<file path="config.mk">
export PLATFORM = sky130hd
export DESIGN_NAME = bgr_startup_ctrl
export DESIGN_NICKNAME = d
export VERILOG_FILES = /design/src/rtl/bgr_startup_ctrl.sv
export SDC_FILE = /design/constraint.sdc
export NUM_CORES = 1
export LEC_CHECK = 0
export ABC_CLOCK_PERIOD_IN_PS = 2800
export CORE_MARGIN = 5
export CORE_UTILIZATION = 40
export DETAILED_ROUTE_END_ITERATION = 12
export PLACE_DENSITY = 0.63
export SYNTH_ARGS = -nofsm -noshare
export SYNTH_HDL_FRONTEND = slang
export SYNTH_SLANG_ARGS = --single-unit
</file>
<file path="constraint.sdc">
create_clock -name clk -period 2.8 [get_ports clk]
set_input_delay 0.56 -clock clk [delete_from_list [all_inputs] [get_ports clk]]
set_output_delay 0.56 -clock clk [all_outputs]
set_load 0.01 [all_outputs]
</file>
<file path="src/rtl/bgr_startup_ctrl.sv">
// Bandgap start-up sequencer: pulses porst, waits for the core to settle, then qualifies
// the synchronized vbg_ok flag, re-kicking a bounded number of times before giving up.
module bgr_startup_ctrl #(
  parameter int PULSE_CYCLES  = 16,
  parameter int SETTLE_CYCLES = 1024,
  parameter int CHECK_CYCLES  = 2048,
  parameter int OK_FILTER     = 8,
  parameter int MAX_RETRY     = 3,
  parameter int CNT_W         = 12
) (
  input  logic       clk,
  input  logic       rst,
  input  logic       en,
  input  logic       vbg_ok,
  output logic       porst,
  output logic       bgr_ready,
  output logic       bgr_fail,
  output logic [3:0] retry_cnt,
  output logic [2:0] state
);

  typedef enum logic [2:0] {
    IDLE   = 3'd0,
    KICK   = 3'd1,
    SETTLE = 3'd2,
    CHECK  = 3'd3,
    READY  = 3'd4,
    FAIL   = 3'd5
  } state_t;

  localparam logic [CNT_W-1:0] PULSE_LAST  = CNT_W'(PULSE_CYCLES - 1);
  localparam logic [CNT_W-1:0] SETTLE_LAST = CNT_W'(SETTLE_CYCLES - 1);
  localparam logic [CNT_W-1:0] CHECK_LAST  = CNT_W'(CHECK_CYCLES - 1);
  localparam logic [CNT_W-1:0] FILT_LAST   = CNT_W'(OK_FILTER - 1);
  localparam logic [3:0]       RETRY_MAX   = 4'(MAX_RETRY);

  generate
    if (PULSE_CYCLES < 1 || SETTLE_CYCLES < 1 || OK_FILTER < 1 ||
        CHECK_CYCLES < OK_FILTER || MAX_RETRY < 0 || MAX_RETRY > 15 ||
        PULSE_CYCLES > (1 << CNT_W) || SETTLE_CYCLES > (1 << CNT_W) ||
        CHECK_CYCLES > (1 << CNT_W)) begin : g_bad_params
      $error("bgr_startup_ctrl: illegal parameter combination");
    end
  endgenerate

  state_t           st;
  logic [CNT_W-1:0] cnt;
  logic [CNT_W-1:0] filt;
  logic             sync1;
  logic             vs;
  logic             pass;
  logic             timeout;
  logic             loss;

  assign state = st;

  always_ff @(posedge clk or posedge rst) begin
    if (rst) begin
      sync1 <= 1'b0;
      vs    <= 1'b0;
    end else begin
      sync1 <= vbg_ok;
      vs    <= sync1;
    end
  end

  // A pass in the last CHECK cycle beats the timeout.
  assign pass    = (st == CHECK) && vs && (filt == FILT_LAST);
  assign timeout = (st == CHECK) && !pass && (cnt == CHECK_LAST);
  assign loss    = (st == READY) && !vs && (filt == FILT_LAST);

  always_ff @(posedge clk or posedge rst) begin
    if (rst) begin
      st        <= IDLE;
      cnt       <= '0;
      filt      <= '0;
      retry_cnt <= 4'd0;
      porst     <= 1'b0;
      bgr_ready <= 1'b0;
      bgr_fail  <= 1'b0;
    end else if (!en) begin
      st        <= IDLE;
      cnt       <= '0;
      filt      <= '0;
      retry_cnt <= 4'd0;
      porst     <= 1'b0;
      bgr_ready <= 1'b0;
      bgr_fail  <= 1'b0;
    end else if (timeout || loss) begin
      cnt       <= '0;
      filt      <= '0;
      bgr_ready <= 1'b0;
      if (retry_cnt >= RETRY_MAX) begin
        st       <= FAIL;
        porst    <= 1'b0;
        bgr_fail <= 1'b1;
      end else begin
        st        <= KICK;
        porst     <= 1'b1;
        retry_cnt <= retry_cnt + 4'd1;
      end
    end else begin
      case (st)
        IDLE: begin
          st    <= KICK;
          porst <= 1'b1;
          cnt   <= '0;
        end
        KICK: begin
          if (cnt == PULSE_LAST) begin
            st    <= SETTLE;
            porst <= 1'b0;
            cnt   <= '0;
          end else begin
            cnt <= cnt + 1'b1;
          end
        end
        SETTLE: begin
          if (cnt == SETTLE_LAST) begin
            st   <= CHECK;
            cnt  <= '0;
            filt <= '0;
          end else begin
            cnt <= cnt + 1'b1;
          end
        end
        CHECK: begin
          if (pass) begin
            st        <= READY;
            bgr_ready <= 1'b1;
            cnt       <= '0;
            filt      <= '0;
          end else begin
            cnt  <= cnt + 1'b1;
            filt <= vs ? filt + 1'b1 : '0;
          end
        end
        READY: begin
          filt <= vs ? '0 : filt + 1'b1;
        end
        FAIL: begin
          bgr_fail <= 1'b1;
        end
        default: begin
          st        <= IDLE;
          porst     <= 1'b0;
          bgr_ready <= 1'b0;
          bgr_fail  <= 1'b0;
        end
      endcase
    end
  end

endmodule

</file>
==> reports/metrics.csv, run 1 <==
metric;value;unit
wl_per_cell;14.5;µm
synth-edff-count;0;
switching_share;26.7;%
fin_area;2370;µm²
hold_viol;0;
first_global_vias;1613;
yosys.area.top_type;dfrtp_1;
synth_area_per_cell;9.34;µm²
async_flop_share;100;%
worstPathArrival;2.79;ns
timing.slew.headroom;32.7;%
hpwl;3200;µm
worstSetupPathType;flop to flop;
p_total;1.05;mW
wl;4470;µm
fin_ws;0.207;ns
area_growth;14.6;%
die_h;81.8;µm
fmax;386;MHz
yosysMostFrequentCell;dfrtp_1;
slew_violations;0;
synth-seq-cells;36;
min_path_type;flop to flop;
cts_buffers;5;
fin_setup_tns;0;ns
worstSetupEndpointType;flop;
drtAntennaViolNets;0;
internal_power;771;µW
antenna_found_initial;0;
grt.overflow.total;0;
ios;14;
cts.repair.resized;0;
ys_top_cells_by_count;36 x dfrtp_1, 24 x nand2_1, 16 x nand3_1;
port_buffers;13;
worst_slew_pin_slew;1.01;ns
track_usage;15.0;%
die-area;6700;µm²
synth_top_cell_area_share;43.6;%
rows;26;
core_area;5070;µm²
syn-num-nets;228;
ys_warn_count;0;
vias;1736;
clk_pin_slew;0.06;ns
cts_hold_buf;0;
sequentialPowerShare;52.3;%
cts_max_level;2;
rsz0062_at_grt;false;
yosysSeqAreaShare;43.6;%
status;finished, final reports clean;
post_cts_buffers;0;
n_antenna_cell;0;
gp_congestion;0.831;
power_frac_comb;15.0;%
netlist_top_cells_area;dfrtp_1 44%, nand2_1 4.4%, nand3_1 3.9%;
stdcell_count;309;
maxCapViolations;0;
first_pass_iters;4;
cts_tree;done;
root_buffer;clkbuf_8;
drive_above_1_share;7.95;%
required;3.00;ns
clk_path_buf_depth;2;
syn_inst;221;
start_kind;flop;
critical_path_peak_fanout;9;
pwr-share-clk;32.8;%
peakVddDrop;0.188;mV
pre_cts_ws;0.243;ns
dpl.cell_count;302;
cts_num_sinks;36;
placed_area;2290;µm²
report.final.setup_viol;0;
p_per_area;444;nW/µm²
clk_latency;0.29;ns
ys.flop_type;dfrtp_1;
die_x;81.8;µm
synth_cell_types;54;
period_needed;2.59;ns
synth_area;2060;µm²
grt_pass1_wl;7770;µm
grt_max_degree;37;
vias_per_cell;5.62;
drc_errors;0;
fin_skew;0.00808;ns
hold-worst-slack;0.355;ns
p_sw;281;µW
start_util;40.7;%
timing.final.crit_share;92.6;%
total_leakage_power;1.05;nW
drtIter0Drc;74;
final_core_util;46.6;%
finalNetCount;246;
registers in the layout, summed over array words and instances (netlist names):
signal / count
porst: 1
state: 3
filt: 12
vs: 1
sync1: 1
retry_cnt: 4
bgr_ready: 1
bgr_fail: 1
cnt: 12
layer usage:
metal	vias up	routed length, µm	track usage [%]
li1	872	-	-
met1	823	2170	20.5
met2	35	2030	22.9
met3	6	207	3.73
met4	0	64	5.48
met5	-	0	0
worst max-delay path, stage by stage (launching register included):
cell	delay (ns)
dfrtp_1	0.41
ha_1	0.23
nor4bb_1	0.42
nand4_1	0.22
nand4_1	0.35
nand3_1	0.30
buf_4	0.25
o22a_1	0.20
mux2i_1	0.13
layout by cell type, fill, tap and decap left out, types with 4 or more instances in the layout:
| master | synthesis | routed |
|---|---|---|
| clkdlybuf4s50_1 | 0 | 13 |
| a21oi_1 | 7 | 7 |
| dfrtp_1 | 36 | 36 |
| o21ai_0 | 5 | 5 |
| a21o_1 | 6 | 6 |
| buf_4 | 0 | 7 |
| inv_1 | 4 | 4 |
| nor3_1 | 8 | 8 |
| nand3_1 | 16 | 16 |
| and2_1 | 5 | 5 |
| nor2b_1 | 5 | 5 |
| mux2i_1 | 4 | 4 |
| nor3b_1 | 4 | 4 |
| nand2_1 | 24 | 24 |
| or3_1 | 4 | 4 |
| and3_1 | 7 | 7 |
| nor2_1 | 15 | 15 |
| o22ai_1 | 4 | 4 |
| clkbuf_8 | 0 | 5 |
power by group through the flow:
| stage | clock network [mW] | logic, mW | registers [mW] |
|---|---|---|---|
| 2_1_floorplan | 0 | 0.108 | 0.553 |
| 3_3_place_gp | 0 | 0.158 | 0.558 |
| 3_5_place_dp | 0 | 0.158 | 0.558 |
| 4_1_cts | 0.361 | 0.159 | 0.549 |
| 5_1_grt | 0.381 | 0.176 | 0.552 |
| 6_report | 0.345 | 0.157 | 0.549 |
cells by family after synthesis:
family / synth area share (%)
compound gates: 21.1
buf+inv: 2.97
flops: 43.6
mux: 1.94
fa+ha+maj: 1.82
simple gates: 26.8
xor+xnor: 1.70
worst paths after layout:
check	startpoint	slack, ns	to	cells past startpoint
worst max-delay path	filt[0]	0.21	filt[6]	8
worst min-delay path	sync1	0.35	vs	0
worst max register to register	filt[0]	0.21	filt[6]	8
worst min register to register	sync1	0.35	vs	0
max in group asynchronous	rst	1.80	cnt[4]	3
min in group asynchronous	rst	0.68	filt[3]	3
final cells by class:
type                       count  area [µm²]
multi-input combinational    172        1100
fill                         513        2710
tap                           70        87.6
sequential                    36         901
timing repair buffer          20         183
clock buffer                   6        72.6
inverter                       4        15.0
clock inverter                 1        5.00
Note: power is estimated with default switching activity, not from simulation.
==> run 2: changes to the inputs <==
--- a/config.mk
+++ b/config.mk
@@ -5,7 +5,7 @@
 export SDC_FILE = /design/constraint.sdc
 export NUM_CORES = 1
 export LEC_CHECK = 0
-export ABC_CLOCK_PERIOD_IN_PS = 2800
+export ABC_CLOCK_PERIOD_IN_PS = 2450
 export CORE_MARGIN = 5
 export CORE_UTILIZATION = 40
 export DETAILED_ROUTE_END_ITERATION = 12
==> constraint.sdc (replaced) <==
create_clock -name clk -period 2.45 [get_ports clk]
set_input_delay 0.49 -clock clk [delete_from_list [all_inputs] [get_ports clk]]
set_output_delay 0.49 -clock clk [all_outputs]
set_load 0.01 [all_outputs]
==> run 2 against run 1 <==
Net effect:
- die area unchanged
- fmax rose by 12%
- final cell count rose by 6.5%
- critical path depth did not move
- count of clock-buffer cells in the layout unchanged
- worst setup slack got worse by 0.070 ns
- flip-flop and latch count did not move
- combinational power is 31% higher
- register-to-register slack worse by 0.07 ns
- first-iteration DRC count grew 96%
- critical endpoint is now cnt[2]
==> reports/metrics.csv, run 2 (same netlist as run 1, synthesis figures left out) <==
metric;value;unit
status;finished, final reports clean;
first_pass_iters;4;
vias_per_cell;5.54;
critPathCapture;cnt[2];
timing.final.crit_share;94.4;%
grt.overflow.total;0;
gp_congestion;0.807;
finalNetCount;265;
fin_setup_tns;0;ns
port_buffers;13;
grt_most_used_layer;met2;
timing.slew.headroom;59.2;%
p_per_area;495;nW/µm²
cts_tree;done;
track_usage;16.0;%
fin_skew;0.00966;ns
cts_max_level;2;
fmax;432;MHz
report.final.setup_viol;0;
grt_max_degree;37;
peakVddDrop;0.231;mV
final_cell_mix;36 x dfrtp_1, 26 x buf_4, 23 x nand2_1, 15 x nor2_1, 15 x nand3_1;
slowest_stage;or4_4;
slew_violations;0;
die-area;6700;µm²
r2r_end;cnt[2];
cp.buffers_inverters;1;
die_x;81.8;µm
gr-usage-met3;3.84;%
cts_num_sinks;36;
worstSetupEndpointType;flop;
hold_viol;0;
die_h;81.8;µm
cts_buffers;5;
final_core_util;50.6;%
clk_pin_slew;0.07;ns
antenna_found_initial;0;
drtIter0Drc;145;
required;2.63;ns
cpPeakStageDelay;0.57;ns
ios;14;
area_growth;24.4;%
start_kind;flop;
cts_hold_buf;0;
worstSetupPathType;flop to flop;
worst_slew_pin_slew;0.612;ns
reg2reg_from;cnt[0];
met1_usage;20.2;%
start_util;40.7;%
fin_area;2570;µm²
drc_errors;0;
root_buffer;clkbuf_8;
hpwl;3330;µm
reg2reg_depth;8;
clk_latency;0.29;ns
fillCellCount;487;
core_area;5070;µm²
grt_use_met2;26.5;%
vias;1823;
first_global_vias;1765;
wl;4750;µm
drtAntennaViolNets;0;
period_needed;2.31;ns
rows;26;
critical_path_peak_fanout;7;
final_common_cell;dfrtp_1;
drive_above_1_share;18.1;%
n_antenna_cell;0;
rsz0062_at_grt;false;
fin_ws;0.137;ns
reg_top3;cnt x12, filt x12, retry_cnt x4;
placed_area;2420;µm²
cp_cell_sequence;ha_4, nand3_4, or4_4, o31a_1, o211a_4, buf_4, a21oi_1, mux2i_1;
regToRegSetupSlack;0.14;ns
grt_pass1_wl;8250;µm
worstPathArrival;2.49;ns
cp.depth;8;
wl_per_cell;14.4;µm
maxCapViolations;0;
cp_top_family;compound AO/OA/AOI/OAI gates;
min_path_type;flop to flop;
crit_start;cnt[0];
total_leakage_power;1.15;nW
clk_path_buf_depth;2;
pre_cts_ws;-0.00373;ns
[run 2: worst min path at each step]
stage / slack (ns) / end / cells past startpoint / start
after global routing: 0.36 / vs / 0 / sync1
after detailed placement: 0.34 / vs / 0 / sync1
final: 0.35 / vs / 0 / sync1
after global placement: 0.34 / vs / 0 / sync1
after CTS: 0.36 / vs / 0 / sync1
after floorplan: 0.33 / vs / 0 / sync1
[run 2: through the flow]
| stage | hold slack (ns) | instances | power [mW] |
|---|---|---|---|
| finish | 0.352 | 329 | 1.27 |
| global route | 0.363 | 329 | 1.34 |
| CTS | 0.358 | 328 | 1.29 |
| detailed placement | 0.340 | 320 | 0.830 |
| global placement | 0.336 | 320 | 0.830 |
| floorplan | 0.331 | 221 | 0.756 |
[run 2: worst reg2reg max path, stage by stage (launching register included)]
cell and delay, ns:
dfrtp_1 0.40, ha_4 0.18, nand3_4 0.08, or4_4 0.57
o31a_1 0.30, o211a_4 0.28, buf_4 0.16, a21oi_1 0.14
mux2i_1 0.09
[run 2: layout make-up]
cell class / instances / area [µm²] / area share (%)
multi-input combinational: 172 / 1150 / 44.6
sequential: 36 / 901 / 35.1
timing repair buffer: 39 / 325 / 12.7
tap: 70 / 87.6 / 3.41
clock buffer: 6 / 82.6 / 3.22
inverter: 4 / 15.0 / 0.585
clock inverter: 2 / 10.0 / 0.390
[run 2: report_power, final]
group          total [mW]  switching [mW]  internal, mW
logic               0.205           0.110        0.0948
registers           0.620          0.0127         0.607
clock network       0.446           0.221         0.225
total                1.27           0.344         0.927
[run 2: per-layer routing]
metal,up-vias,wire length [µm]
li1,905,-
met1,878,2230
met2,34,2270
met3,6,178
met4,0,74
met5,-,0
[run 2: repair_timing]
item                       CTS  global route
gates resized for setup      1             7
hold endpoints to repair     0             0
setup buffers                0             1
cloned                       0             0
pin swaps                    0             2
setup endpoints to repair    1            26
==> run 3: changes to the inputs <==
--- a/config.mk
+++ b/config.mk
@@ -9,7 +9,8 @@
 export CORE_MARGIN = 5
 export CORE_UTILIZATION = 40
 export DETAILED_ROUTE_END_ITERATION = 12
-export PLACE_DENSITY = 0.63
+export DONT_BUFFER_PORTS = 1
+export PLACE_DENSITY = 0.59
 export SYNTH_ARGS = -nofsm -noshare
 export SYNTH_HDL_FRONTEND = slang
 export SYNTH_SLANG_ARGS = --single-unit
==> run 3 against run 2 <==
Net effect:
- final area shrank 6.4%
- wire length grew 0.97%
- fmax shrank 0.10%
- count of clock-buffer cells in the layout is the same
- critical endpoint is now cnt[9]
- largest power group unchanged
==> reports/metrics.csv, run 3 (same netlist as run 1, synthesis figures left out) <==
metric;value;unit
status;finished, final reports clean;
internal_power;874;µW
cts.repair.resized;0;
die-area;6700;µm²
fillCellCount;501;
slew_violations;0;
switching_share;26.8;%
die_h;81.8;µm
total_leakage_power;1.09;nW
wl_per_cell;15.3;µm
power_frac_comb;14.7;%
cpPeakStageDelay;0.55;ns
area_growth;16.4;%
period_needed;2.32;ns
clk_pin_slew;0.07;ns
maxCapViolations;0;
hpwl;3490;µm
clk_path_buf_depth;2;
reg2reg_depth;7;
root_buffer;clkbuf_8;
reg_top3;cnt x12, filt x12, retry_cnt x4;
hold_viol;0;
critical_path_peak_fanout;4;
required;2.61;ns
final_common_cell;dfrtp_1;
regToRegSetupSlack;0.13;ns
worstSetupEndpointType;flop;
drtAntennaViolNets;0;
cts_hold_buf;0;
worstSetupPathType;flop to flop;
first_global_vias;1658;
worstPathArrival;2.48;ns
first_pass_iters;4;
grt.overflow.total;0;
vias;1772;
slowest_stage;or4_4;
drive_above_1_share;16.8;%
final_cell_mix;36 x dfrtp_1, 24 x nand2_1, 24 x buf_4, 16 x nand3_1, 15 x nor2_1;
grt_max_degree;37;
min_path_type;primary input to asynchronous set/reset pin;
core_area;5070;µm²
timing.final.crit_share;94.5;%
final_core_util;47.4;%
p_sw;320;µW
port_buffers;0;
sequentialPowerShare;52.2;%
cts_tree;done;
ios;14;
clk_latency;0.28;ns
pre_cts_ws;0.0990;ns
report.final.setup_viol;0;
drc_errors;0;
cts_max_level;2;
n_antenna_cell;0;
post_cts_buffers;0;
vias_per_cell;5.64;
drtIter0Drc;144;
timing.slew.headroom;65.2;%
finalNetCount;251;
antenna_found_initial;0;
gp_congestion;0.800;
track_usage;16.1;%
worst_slew_pin_slew;0.519;ns
fmax;432;MHz
pwr-share-clk;33.1;%
fin_ws;0.135;ns
rows;26;
rsz0062_at_grt;true;
p_total;1.19;mW
cp_cell_sequence;ha_2, nand3_4, or4_4, o31a_1, o211ai_1, buf_4, o21ai_0;
start_kind;flop;
cts_buffers;5;
die_x;81.8;µm
cts_num_sinks;36;
fin_skew;0.0125;ns
start_util;40.7;%
peakVddDrop;0.348;mV
p_per_area;497;nW/µm²
wl;4800;µm
grt_pass1_wl;8210;µm
==> run 3: power by group through the flow <==
stage | sequential (mW) | clock, mW | combinational, mW
finish | 0.623 | 0.395 | 0.176
global route | 0.624 | 0.443 | 0.197
CTS | 0.623 | 0.411 | 0.173
detailed placement | 0.634 | 0 | 0.172
global placement | 0.634 | 0 | 0.172
floorplan | 0.632 | 0 | 0.124
==> run 3: area by class of cell <==
type	instances	area (µm²)	share of cell area, %
timing repair buffer	25	200	8.33
multi-input combinational	172	1120	46.7
tap	70	87.6	3.64
clock inverter	1	5.00	0.208
clock buffer	6	72.6	3.02
sequential	36	901	37.5
inverter	4	15.0	0.625
==> run 3: routing by layer <==
metal | wire length, µm | track usage, % | vias to the layer above
li1 | - | - | 879
met1 | 2210 | 21.2 | 856
met2 | 2340 | 26.0 | 33
met3 | 204 | 4.06 | 4
met4 | 42 | 4.98 | 0
met5 | 0 | 0 | -
==> run 3: path summary, 6_finish.rpt <==
check                      startpoint       to
max in group asynchronous         rst  filt[1]
min in group clk               vbg_ok    sync1
max reg2reg                    cnt[1]   cnt[9]
max                            cnt[1]   cnt[9]
min                               rst  filt[3]
min reg2reg                     sync1       vs
==> run 3: metrics by stage <==
stage	setup TNS [ns]	hold WS, ns	std cells	cell area [µm²]
2_1_floorplan	0	0.331	221	2060
3_3_place_gp	0	0.334	307	2310
3_5_place_dp	0	0.343	307	2310
4_1_cts	0	0.226	314	2380
5_1_grt	-0.00390	0.215	314	2400
6_report	0	0.202	314	2400
==> run 3: worst max-delay path: cells and delay by family (launching register included) <==
kind	cells	cell delay, ns
and+or+nand+nor	2	0.63
DFF	1	0.38
buffers and inverters	1	0.21
AOI/OAI and AO/OA	3	0.75
adders and majority gates	1	0.23
==> patch 1, RTL diff (settings of run 3) <==
Reset style: synchronous (`rst`), changed in 2 clocked blocks.
--- a/src/rtl/bgr_startup_ctrl.sv
+++ b/src/rtl/bgr_startup_ctrl.sv
@@ -55,5 +55,5 @@
   assign state = st;
 
-  always_ff @(posedge clk or posedge rst) begin
+  always_ff @(posedge clk) begin
     if (rst) begin
       sync1 <= 1'b0;
@@ -70,5 +70,5 @@
   assign loss    = (st == READY) && !vs && (filt == FILT_LAST);
 
-  always_ff @(posedge clk or posedge rst) begin
+  always_ff @(posedge clk) begin
     if (rst) begin
       st        <= IDLE;
Function: differs if rst is asserted again (counterexample within 4 cycles, from zero or initial values and one cycle with rst high); with rst held inactive, the same outputs for 10 cycles.
==> patch 1 against run 3 <==
- area after synthesis fell by 3.6%
- final area fell by 8.2%
- die area fell by 3.1%
- non-clock buffer count fell by 13
- sequential cell count did not move
- synthesized cell count rose by 8.1%
- setup slack improved by 0.054 ns
- count of clock-buffer cells in the layout did not move
- wire length fell by 7.9%
- highest routed layer unchanged
Power is not compared: it rests on default switching activity, and its combinational part moved more than twofold at a synthesized area within 25%.
==> patch 1: results (changes against run 3) <==
* R2R depth at 6 (was 7)
* Biggest regs: cnt: 12 flops, filt: 12 flops, retry_cnt: 4 flops (unchanged)
* Metal3 WL at 223 um (was 204 um)
* Final nets at 252 (was 251)
* Fillers at 495 (was 501)
* Crit-path max cell delay at 0.52 ns (was 0.55 ns)
* HP Class: in2reg (was in2async)
* Detailed-placement wirelength estimate at 3.19 mm (was 3.49 mm)
* Max layer used: met4 (unchanged)
* Vias in the first global route at 1,649 (was 1,658)
* Initial DRC count at 100 (was 144)
* Post-synthesis area per instance at 8.33 um^2 (was 9.34 um^2)
* Sequential area share after synthesis at 36.2% (was 43.6%)
* GPL Wtd Cong at 0.805 (was 0.800)
* Synth cell count leaders: dfxtp_1, a21oi_1, nand2_1 (was dfrtp_1, nand2_1, nand3_1)
* Clock Tree Buf Depth at 2 (unchanged)
* Drt first pass iters at 4 (unchanged)
* Crit path max fanout at 7 (was 4)
* Met1 wire length at 2.26 mm (was 2.21 mm)
* CTS Buf Count at 5 (unchanged)
* Async SR Flop Fraction at 0% (was 100%)
* Non-Filler Instances at 313 (was 314)
* Skew final at 0.00832 ns (was 0.0125 ns)
* LEAKAGE at 0.000694 uW
* Synth area leaders: dfxtp_1, a21oi_1, xnor2_1, a211oi_1, nand2_1 (was dfrtp_1, nand2_1, nand3_1, nor2_1, a21o_1)
* Layout cells sized above 1 at 12.6% (was 16.8%)
* Worst-margin pin slew at 0.556 ns (was 0.519 ns)
* CP arrival at 2.48 ns (about the same)
* CP max stage cell: or3_1 (was or4_4)
* Largest net degree at the start of global routing at 29 (was 37)
* Outcome: finished, final reports clean (unchanged)
* First-pass GRT wire length at 7.76 mm (was 8.21 mm)
* Synth cell types at 51 (was 54)
* GRT Overall Usage at 15.0% (was 16.1%)
* Wire per inst at 14.1 um (was 15.3 um)
* Routed met2 length at 1.87 mm (was 2.34 mm)
* Routed vias/inst at 5.58 (was 5.64)
* Initial antenna violation count at 0 (unchanged)
* Top_reg_cell synth: dfxtp_1 (was dfrtp_1)
[patch 1: cell types whose count changed after synthesis, sizes merged, moves of 7 or more]
cell,run 3,this run
a211oi,2,9
a21oi,7,27
and3,8,1
dfrtp,36,0
dfxtp,0,36
nand3,17,7
[patch 1: stage by stage]
stage	total power (uW)	util [%]	worst slack, ns	area [um^2]	hold slack, ns
finish	1160	46.1	0.189	2210	0.267
global route	1210	46.1	0.0129	2210	0.253
CTS	1170	46.0	0.0478	2200	0.262
detailed placement	662	43.7	0.0497	2090	0.427
global placement	663	43.7	0.0642	2090	0.429
floorplan	645	-	0.349	1990	0.414
[patch 1: power groups by stage]
stage,logic (uW),clock network [uW],registers (uW)
after floorplan,36.9,0,608
after global placement,53.0,0,610
after detailed placement,52.3,0,610
after CTS,52.7,524,596
after global routing,59.1,549,597
final,52.6,512,596
[patch 1: layout make-up]
class | instances | share of cell area [%]
multi-input cells | 185 | 53.7
clock buffers | 6 | 3.29
repair buffers | 12 | 4.08
inverters | 5 | 0.850
flip-flops and latches | 36 | 32.7
clock inverters | 2 | 1.59
well taps | 67 | 3.80
[patch 1: per-layer routing]
layer	vias up	global-route usage (%)
met1	801	20.2
met2	33	23.2
li1	904	-
met4	0	5.07
met3	8	3.92
met5	-	0
[patch 1: what timing repair did]
item,in CTS,in global routing
hold buffers,0,0
setup endpoints to repair,0,15
buffers inserted,0,0
resized for setup,0,2
[patch 1: final timing paths]
| check | end | slack [ns] | start |
|---|---|---|---|
| worst max-delay path | retry_cnt[0] | 0.19 | cnt[0] |
| worst min-delay path | vs | 0.27 | rst |
| worst max register to register | retry_cnt[0] | 0.19 | cnt[0] |
| worst min register to register | vs | 0.46 | sync1 |
[patch 1: critical path, delay by kind of cell, from the launching register on]
family	cells	cell delay (ns)
AO/OA/AOI/OAI	2	0.53
AND/OR/NAND/NOR	3	1.07
adder cells (fa/ha/maj)	1	0.23
flip-flops	1	0.37
[patch 1: cell families (layout without fill, tap and decap cells)]
group / count (synthesis) / after routing / share of synthesized area [%]
xor+xnor: 8 / 8 / 3.52
simple gates: 100 / 100 / 28.1
fa+ha+maj: 3 / 3 / 1.89
buf+inv: 18 / 25 / 4.59
flops: 36 / 36 / 36.2
compound gates: 74 / 74 / 25.7
==> patch 2, RTL diff (config.mk and constraints of run 3) <==
Without the edit above. `CNT_W`: 12 -> 11.
--- a/src/rtl/bgr_startup_ctrl.sv
+++ b/src/rtl/bgr_startup_ctrl.sv
@@ -7,5 +7,5 @@
   parameter int OK_FILTER     = 8,
   parameter int MAX_RETRY     = 3,
-  parameter int CNT_W         = 12
+  parameter int CNT_W         = 11
 ) (
   input  logic       clk,
Behaviour: no difference found for any inputs over 10 cycles, from zero or initial values and one cycle with rst high; that may be too few to reach the edited logic, so the function may still have changed.
==> patch 2 against run 3 <==
- die area is 1.2% lower
- clock skew fell by 0.0076 ns
- critical path type unchanged
- wire length rose by 3.0%
- area after synthesis fell by 1.4%
- sequential cell count down 2
- first-iteration DRC count grew 9.7%
- final area is 3.5% lower
- setup slack improved by 0.023 ns
Power is not compared: it rests on default switching activity, and its combinational part moved more than twofold at a synthesized area within 25%.
==> patch 2: results (changes against run 3) <==
* Outcome: finished, final reports clean (unchanged)
* Skew final at 0.00497 ns (was 0.0125 ns)
* Synth cell types at 50 (was 54)
* Drt first pass iters at 4 (unchanged)
* R2R depth at 5 (was 7)
* FF-to-FF Start: cnt[6] (was cnt[1])
* Sequential area share after synthesis at 41.8% (was 43.6%)
* R2r endpoint: state[1] (was cnt[9])
* Crit path max fanout at 11 (was 4)
* I/O Buffers at 0 (unchanged)
* GPL Wtd Cong at 0.840 (was 0.800)
* Reg2reg setup slack at 0.16 ns (was 0.13 ns)
* Max VDD drop at 0.000374 V
* Synth cell count leaders: dfrtp_1, nand3_1, nand2_1 (was dfrtp_1, nand2_1, nand3_1)
* Final nets at 254 (was 251)
* Initial antenna violation count at 0 (unchanged)
* Initial DRC count at 158 (was 144)
* Largest net degree at the start of global routing at 35 (was 37)
* Biggest regs: cnt: 11 flops, filt: 11 flops, retry_cnt: 4 flops (was cnt: 12 flops, filt: 12 flops, retry_cnt: 4 flops)
* Detailed-placement wirelength estimate at 3.53 mm (was 3.49 mm)
* Final WL at 4.94 mm (was 4.80 mm)
* GRT Overall Usage at 16.6% (was 16.1%)
* Rel. slew slack at 37.5% (was 65.2%)
* Layout cells sized above 1 at 15.8% (was 16.8%)
* Worst skew pair latency at 0.28 ns (about the same)
* Critical Path End Type: flip-flop (unchanged)
* H-tree depth at 2 (unchanged)
* CP arrival at 2.50 ns (was 2.48 ns)
* Vias in the first global route at 1,773 (was 1,658)
* Crit path launch type: flip-flop (unchanged)
* CTS root buf: clkbuf_8 (unchanged)
* Routed vias/inst at 5.74 (was 5.64)
* Yosys warnings at 0 (unchanged)
* Clock transition at path regs at 0.07 ns (about the same)
* Clk. pwr at 387 uW
* Synth area leaders: dfrtp_1, nand3_1, nand4_1, nand2_1, o21ai_0 (was dfrtp_1, nand2_1, nand3_1, nor2_1, a21o_1)
* First-pass GRT wire length at 8.59 mm (was 8.21 mm)
* Mapped Nets at 238 (was 228)
* Share of power burned in registers at 40.4%
## patch 2: cell count changes after synthesis, sizes merged, moves of 5 or more
cell and change:
nand4 +8, nand2 -6, and3 -5, a21o -6, inv +6, clkbuf +6, nand3 +13
## patch 2: cell type report
cell class                      instances  area [um^2]
Fill cell                             511         2690
Clock buffer                            5         68.8
Timing Repair Buffer                   21          158
Multi-Input combinational cell        175         1110
Clock inverter                          2         10.0
Sequential cell                        34          851
Inverter                               10         37.5
Tap cell                               70         87.6
## patch 2: stage by stage
step	total power, uW	area [um^2]	worst slack (ns)	hold WS [ns]	cells
2_1_floorplan	1020	2040	0.263	0.331	231
3_3_place_gp	1180	2230	0.156	0.333	310
3_5_place_dp	1180	2230	0.123	0.336	310
4_1_cts	1570	2310	0.109	0.210	317
5_1_grt	1680	2320	0.00205	0.218	317
6_report	1560	2320	0.157	0.184	317
## patch 2: cell families after synthesis
group	after synthesis	share of synthesized area, %
AO/OA/AOI/OAI	52	18.6
XOR/XNOR	2	0.861
adder cells (fa/ha/maj)	3	1.84
buffers and inverters	22	4.18
flip-flops	34	41.8
multiplexers	2	0.983
AND/OR/NAND/NOR	116	31.7
## patch 2: layer usage
layer  part of all wire (%)  track usage, %
met1                     50            23.8
met2                     45            25.0
met3                    4.2            2.99
met4                   0.55            5.57
met5                      0               0
## patch 2: repair_timing
action,CTS,global route
endpoints found under the setup margin,0,5
buffers inserted,0,0
gates resized for setup,0,3
hold buffers,0,0
## patch 2: critical path: stages, from the launching register on
cell and delay [ns]:
dfrtp_1 0.41, or4_1 0.54, o31a_1 0.29, a221o_2 0.41, or4_1 0.42, a21boi_1 0.13
